$ cat src/rtl/fir4_avg_fifo.sv
// FIR output stage: suppresses post-reset pipeline fill, averages each
// 4-sample window sum with round-half-up, and buffers results in a show-ahead FIFO.
module fir4_avg_fifo #(
   parameter int W     = 16,
   parameter int DEPTH = 8,
   parameter int FILL  = 5
) (
   input  logic                     clk,
   input  logic                     reset,
   input  logic [W+1:0]             s_in,
   output logic [W-1:0]             out_data,
   output logic                     out_valid,
   input  logic                     out_ready,
   output logic                     fill_done,
   output logic [$clog2(DEPTH):0]   count,
   output logic                     overflow,
   output logic [7:0]               drop_cnt
);

   localparam int AW = $clog2(DEPTH);
   localparam int CW = AW + 1;
   localparam int FW = (FILL < 1) ? 1 : $clog2(FILL + 1);

   logic [W-1:0]  mem [DEPTH];

   logic [FW-1:0] fill_q, fill_d;
   logic [AW-1:0] wr_q, wr_d;
   logic [AW-1:0] rd_q, rd_d;
   logic [CW-1:0] count_q, count_d;
   logic          ovf_q, ovf_d;
   logic [7:0]    drop_q, drop_d;

   logic [W+2:0]  sum_ext;
   logic [W-1:0]  avg;
   logic          pop, full, push_ok, drop;

   // Averaging is done one bit wider than s_in so the +2 rounding term cannot wrap.
   assign sum_ext = {1'b0, s_in} + (W+3)'(2);
   assign avg     = sum_ext[W+1:2];

   assign fill_done = (fill_q == FW'(FILL));
   assign out_valid = (count_q != '0);
   assign out_data  = out_valid ? mem[rd_q] : '0;
   assign count     = count_q;
   assign overflow  = ovf_q;
   assign drop_cnt  = drop_q;

   assign pop     = out_valid & out_ready;
   assign full    = (count_q == CW'(DEPTH));
   assign push_ok = fill_done & (~full | pop);
   assign drop    = fill_done & ~push_ok;

   always_comb begin
      fill_d  = fill_q;
      wr_d    = wr_q;
      rd_d    = rd_q;
      count_d = count_q;
      ovf_d   = ovf_q;
      drop_d  = drop_q;

      if (!fill_done)
         fill_d = fill_q + FW'(1);
      if (push_ok)
         wr_d = wr_q + AW'(1);
      if (pop)
         rd_d = rd_q + AW'(1);

      case ({push_ok, pop})
         2'b10:   count_d = count_q + CW'(1);
         2'b01:   count_d = count_q - CW'(1);
         default: count_d = count_q;
      endcase

      if (drop) begin
         ovf_d = 1'b1;
         if (drop_q != 8'hFF)
            drop_d = drop_q + 8'd1;
      end
   end

   always_ff @(posedge clk) begin
      if (!reset) begin
         fill_q  <= '0;
         wr_q    <= '0;
         rd_q    <= '0;
         count_q <= '0;
         ovf_q   <= 1'b0;
         drop_q  <= '0;
      end else begin
         fill_q  <= fill_d;
         wr_q    <= wr_d;
         rd_q    <= rd_d;
         count_q <= count_d;
         ovf_q   <= ovf_d;
         drop_q  <= drop_d;
      end
   end

   // When full and popping, wr_q == rd_q: the head is consumed on this edge,
   // so overwriting its slot with the new tail entry is safe.
   always_ff @(posedge clk) begin
      if (reset && push_ok)
         mem[wr_q] <= avg;
   end

endmodule

$ cat config.mk
export PLATFORM = sky130hd
export DESIGN_NAME = fir4_avg_fifo
export DESIGN_NICKNAME = d
export VERILOG_FILES = /design/src/rtl/fir4_avg_fifo.sv
export SDC_FILE = /design/constraint.sdc
export NUM_CORES = 1
export LEC_CHECK = 0
export CAP_MARGIN = 5
export CORE_MARGIN = 5
export CORE_UTILIZATION = 33
export DETAILED_ROUTE_END_ITERATION = 10
export MAX_ROUTING_LAYER = met4
export SETUP_SLACK_MARGIN = 0.2
export SLEW_MARGIN = 20
export SYNTH_ARGS = -nofsm -noshare
export SYNTH_HDL_FRONTEND = slang
export SYNTH_SLANG_ARGS = --single-unit
$ cat constraint.sdc
create_clock -name clk -period 3.8 [get_ports clk]
set_input_delay 1.14 -clock clk [delete_from_list [all_inputs] [get_ports clk]]
set_output_delay 1.14 -clock clk [all_outputs]
set_load 0.1 [all_outputs]
---- Yosys cells after proc, flatten, opt, wreduce, memory -nomap -nowiden ----
Memories as Yosys holds them, arrays and structs flattened. A register that Yosys moved wholly into a read port is not among the register bits.
Cells that the tools add are included.
storage, ports and cells
  register bits after elaboration ......... 22
  RAM bits ................................ 128
  input port bits ......................... 21
  output and inout bits ................... 31
  memories ................................ 1
memories
  memory  words  width  rd ports  clocked after Yosys merged registers in  wr ports  RTL line  source
  mem     8      16     1         1                                        1         24        logic [W-1:0] mem [DEPTH];
operators by class
  $add $sub $neg .......................... 7
  eq/ne operators ......................... 5
  mux-type cells .......................... 6
  bitwise logic cells ..................... 6
  reduce and logical (&&, ||, !) cells .... 4
operator list
  kind                                                                   number
  18-bit by 2-bit adder with 18-bit output, second input constant        1
  16-bit 2-to-1 mux                                                      1
  3-bit by 1-bit adder with 3-bit output, second input constant          3
  8-bit by 1-bit adder with 8-bit output, second input constant          1
  8-bit != test, second input constant                                   1
  4-bit one-hot mux with 2 select lines                                  1
  3-bit 2-to-1 mux                                                       2
  4-bit by 1-bit adder with 4-bit output, second input constant          1
  4-bit equality test, second input constant                             1
  4-bit nonzero test                                                     1
  4-bit by 1-bit subtractor with 4-bit output, second input constant     1
  1-bit AND                                                              3
  3-bit equality test, second input constant                             1
  2-bit by 1-bit equality test with 1-bit output, second input constant  1
  2-bit equality test, second input constant                             1
  1-bit 2-to-1 mux                                                       2
  1-bit NOT                                                              2
  2-bit AND reduction                                                    1
  2-bit nonzero test                                                     1
  1-bit logical AND                                                      1
  1-bit bitwise OR                                                       1

---- Longest topological paths before layout ----
  depth in word-level cells ............... 7
  mapped depth ............................ 11

---- Least setup slack after synthesis ----
No wires, ideal clock.
  path type ............................... flip-flop to output port
  start ................................... register count_q[1], in the netlist count[1]
  end ..................................... output port out_data[10]
  arrival time ............................ 2961 ps
  data required time ...................... 2660 ps
  setup slack ............................. -301 ps
  cell stages (with the launch flop) ...... 5
  path buffers ............................ 1
  path through ............................ dfxtp_1 > or3_4 > nor2_8 > buf_1 > nor2_1
between the ends
  word-level cells in the longest chain between the ends .. 2
RTL lines
  what                    RTL line  source
  start, declared         29        logic [CW-1:0] count_q, count_d;
  start signal, assigned  93        count_q <= count_d;
  4-bit nonzero test      42        assign out_valid = (count_q != '0);
  16-bit 2-to-1 mux       43        assign out_data = out_valid ? mem[rd_q] : '0;
  end, declared           11        output logic [W-1:0] out_data,
Every way passes these cells.

==> impl_metrics.py <==
metrics = {
    "outcome": {
        "status": "completed",
    },
    "global_route": {
        "grt.total_usage_pct": 12.8,
        "antenna_found_initial": 0,
        "grt_max_degree": 33,
        "grt_pass1_wl_um": 20600,
        "grt_pass1_vias": 3739,
        "overflow": 0,
    },
    "placed_design": {
        "port_buffers": 50,
        "hpwl_um": 8050,
        "dpl_cell_area_sq_mm": 0.00764,
        "place_congestion": 0.787,
        "place_inst": 710,
    },
    "detailed_routing": {
        "vias": 3622,
        "met1Wirelength_um": 5720,
        "wl_met2_um": 6890,
        "vias_per_cell": 4.89,
        "firstDrtPassIters": 4,
        "drc_errors": 0,
        "wl_per_cell_um": 17.9,
        "ant_nets": 0,
        "wirelength_um": 13200,
        "drt-initial-drc-count": 198,
        "highest_layer": "met4",
        "route.met3.wl_um": 437,
    },
    "synth": {
        "synth_fp_nets": 426,
        "synth_top_flop_cell": "edfxtp_1",
        "yosysWarnings": 0,
        "ys_ff_latch": 153,
        "synthTopCellsByArea": "edfxtp_1, mux4_2, dfxtp_1",
        "syn_area_sq_mm": 0.00647,
        "ys_seq_area_share_pct": 67.2,
        "syn_area_per_cell_sq_um": 16.3,
        "yosys.area.top_type": "edfxtp_1",
        "post_synth_inst_count": 396,
        "synth_top_area_share_pct": 59.4,
        "synth_cell_types": 48,
        "synth_edf_count": 128,
        "async_flop_share_pct": 0,
    },
    "floorplan": {
        "core_area_sq_mm": 0.0194,
        "num_rows": 51,
        "ios": 52,
        "die_w_um": 150,
        "dieHeight_um": 150,
        "start_util_pct": 33.3,
        "die-area_sq_mm": 0.0225,
    },
    "timing": {
        "tightest_slew_ns": 0.830,
        "fin_skew_ns": 0.00455,
        "fin_crit_ns": 3.30,
        "drv_slew": 0,
        "fin_crit_sh_pct": 86.8,
        "rsz0062_at_grt": "no",
        "clock.fmax_mhz": 303,
        "fin_setup_tns_ns": 0,
        "hold_ws_ns": 0.458,
        "finalHoldViolCount": 0,
        "relSlewSlack_pct": 44.3,
        "setup_viol": 0,
    },
    "power": {
        "sw_frac_of_total_pct": 25.7,
        "p_clk_share_pct": 40.6,
        "ir_worst_vdd_v": 0.000354,
        "p_seq_share_pct": 45.7,
        "p_sw_mw": 1.04,
        "p_leak_nw": 2.63,
        "p_per_area_mw_per_mm2": 491,
        "internal_power_mw": 3.00,
        "pwr-share-comb_pct": 13.7,
    },
    "clocking": {
        "clk_pin_slew_ns": 0.06,
        "cts-buffers-inserted": 17,
        "tritoncts": "done",
        "clk_latency_ns": 0.42,
        "cts.htree.levels": 4,
        "ctsHoldBuffers": 0,
        "cts_setup_buffers": 0,
        "ctsResizeCount": 0,
        "clockBufferDepth": 2,
        "clock-root-buffer": "clkbuf_16",
        "clock-sinks": 153,
    },
    "final_layout": {
        "nets": 494,
        "layout_common_cells": "edfxtp_1, mux4_2, mux2i_1, dfxtp_1, buf_12",
        "fillCellCount": 1742,
        "final_util_pct": 42.3,
        "instances_no_fill": 741,
        "antenna_cells": 0,
        "fin_area_sq_mm": 0.00821,
        "drive_above_1_share_pct": 28.2,
        "final_common_cell": "edfxtp_1",
        "area_delta_synth_final_pct": 27.0,
    },
    "critical_path": {
        "cp.arrival_ns": 2.16,
        "worstSetupStartpointType": "flop",
        "crit_path_end_kind": "output pin",
        "crit_fanout": 32,
        "critical_path_class": "flop to output pin",
        "worstPathRequired_ns": 2.66,
    },
    "job": {
        "drv_cap": 0,
    },
    "worst_hold_path": {
        "min_path_type": "flop to flop",
    },
}
logic make-up after synthesis:
family / Yosys count / share of synthesized area (%)
DFF: 153 / 67.2
and+or+nand+nor: 106 / 9.01
muxes: 56 / 14.9
buffers and inverters: 27 / 1.72
AOI/OAI and AO/OA: 26 / 2.82
xor gates and xnor gates: 19 / 2.57
adders and majority gates: 9 / 1.86
through the flow:
stage                     total power [mW]  setup WS, ns
after floorplan                       2.26       -0.0886
after global placement                2.43         0.466
after detailed placement              2.44         0.362
after CTS                             4.08         0.437
after global routing                  4.19         0.378
final                                 4.04         0.500
synth_stat cells (all sizes together) (4+ instances only):
master,count
a21oi,9
and3,4
buf,8
clkbuf,8
dfxtp,25
edfxtp,128
ha,8
inv,11
mux2i,24
mux4,32
nand2,19
nand2b,7
nand3,16
nand4,5
nor2,31
nor3,9
nor4,4
o21ai,5
xnor2,11
xor2,8
power groups by stage:
| stage | Clock [mW] | Sequential, mW | Combinational [mW] |
|---|---|---|---|
| after CTS | 1.68 | 1.84 | 0.562 |
| after floorplan | 0 | 1.89 | 0.362 |
| after global routing | 1.76 | 1.84 | 0.585 |
| after global placement | 0 | 1.88 | 0.554 |
| final | 1.64 | 1.84 | 0.553 |
| after detailed placement | 0 | 1.88 | 0.562 |
routing by layer:
| metal | vias to the layer above | track usage [%] |
|---|---|---|
| li1 | 1678 | - |
| met1 | 1862 | 15.2 |
| met2 | 64 | 21.0 |
| met3 | 18 | 3.15 |
| met4 | 0 | 4.76 |
| met5 | - | - |
sequential cells by signal, summed over array words and instances, names as in the netlist, named ones only:
| signal | cells |
|---|---|
| count | 4 |
| drop_cnt | 8 |
| fill_q | 3 |
| mem | 128 |
| overflow | 1 |
| rd_q | 3 |
| wr_q | 3 |
critical path, stage by stage (launching register included):
cell,delay [ns]
dfxtp_2,0.34
buf_12,0.26
mux4_2,0.55
mux2i_1,0.33
nor2_4,0.06
buf_12,0.18
final timing paths:
path            endpoint      start  slack, ns  depth (start not counted)
min            fill_q[2]  fill_q[2]       0.46                          1
min reg2reg    fill_q[2]  fill_q[2]       0.46                          1
max reg2reg     count[3]   count[0]       0.93                         10
max          out_data[5]       flop       0.50                          5
cell type report:
class                           instances  area, sq um  share of cell area [%]
Timing Repair Buffer                   65          836                    10.2
Tap cell                              265          332                    4.04
Clock inverter                         13          145                    1.77
Clock buffer                           18          429                    5.22
Inverter                               11         43.8                   0.533
Sequential cell                       153         4350                    52.9
Multi-Input combinational cell        216         2080                    25.4
(Power assumes the default switching activity.)
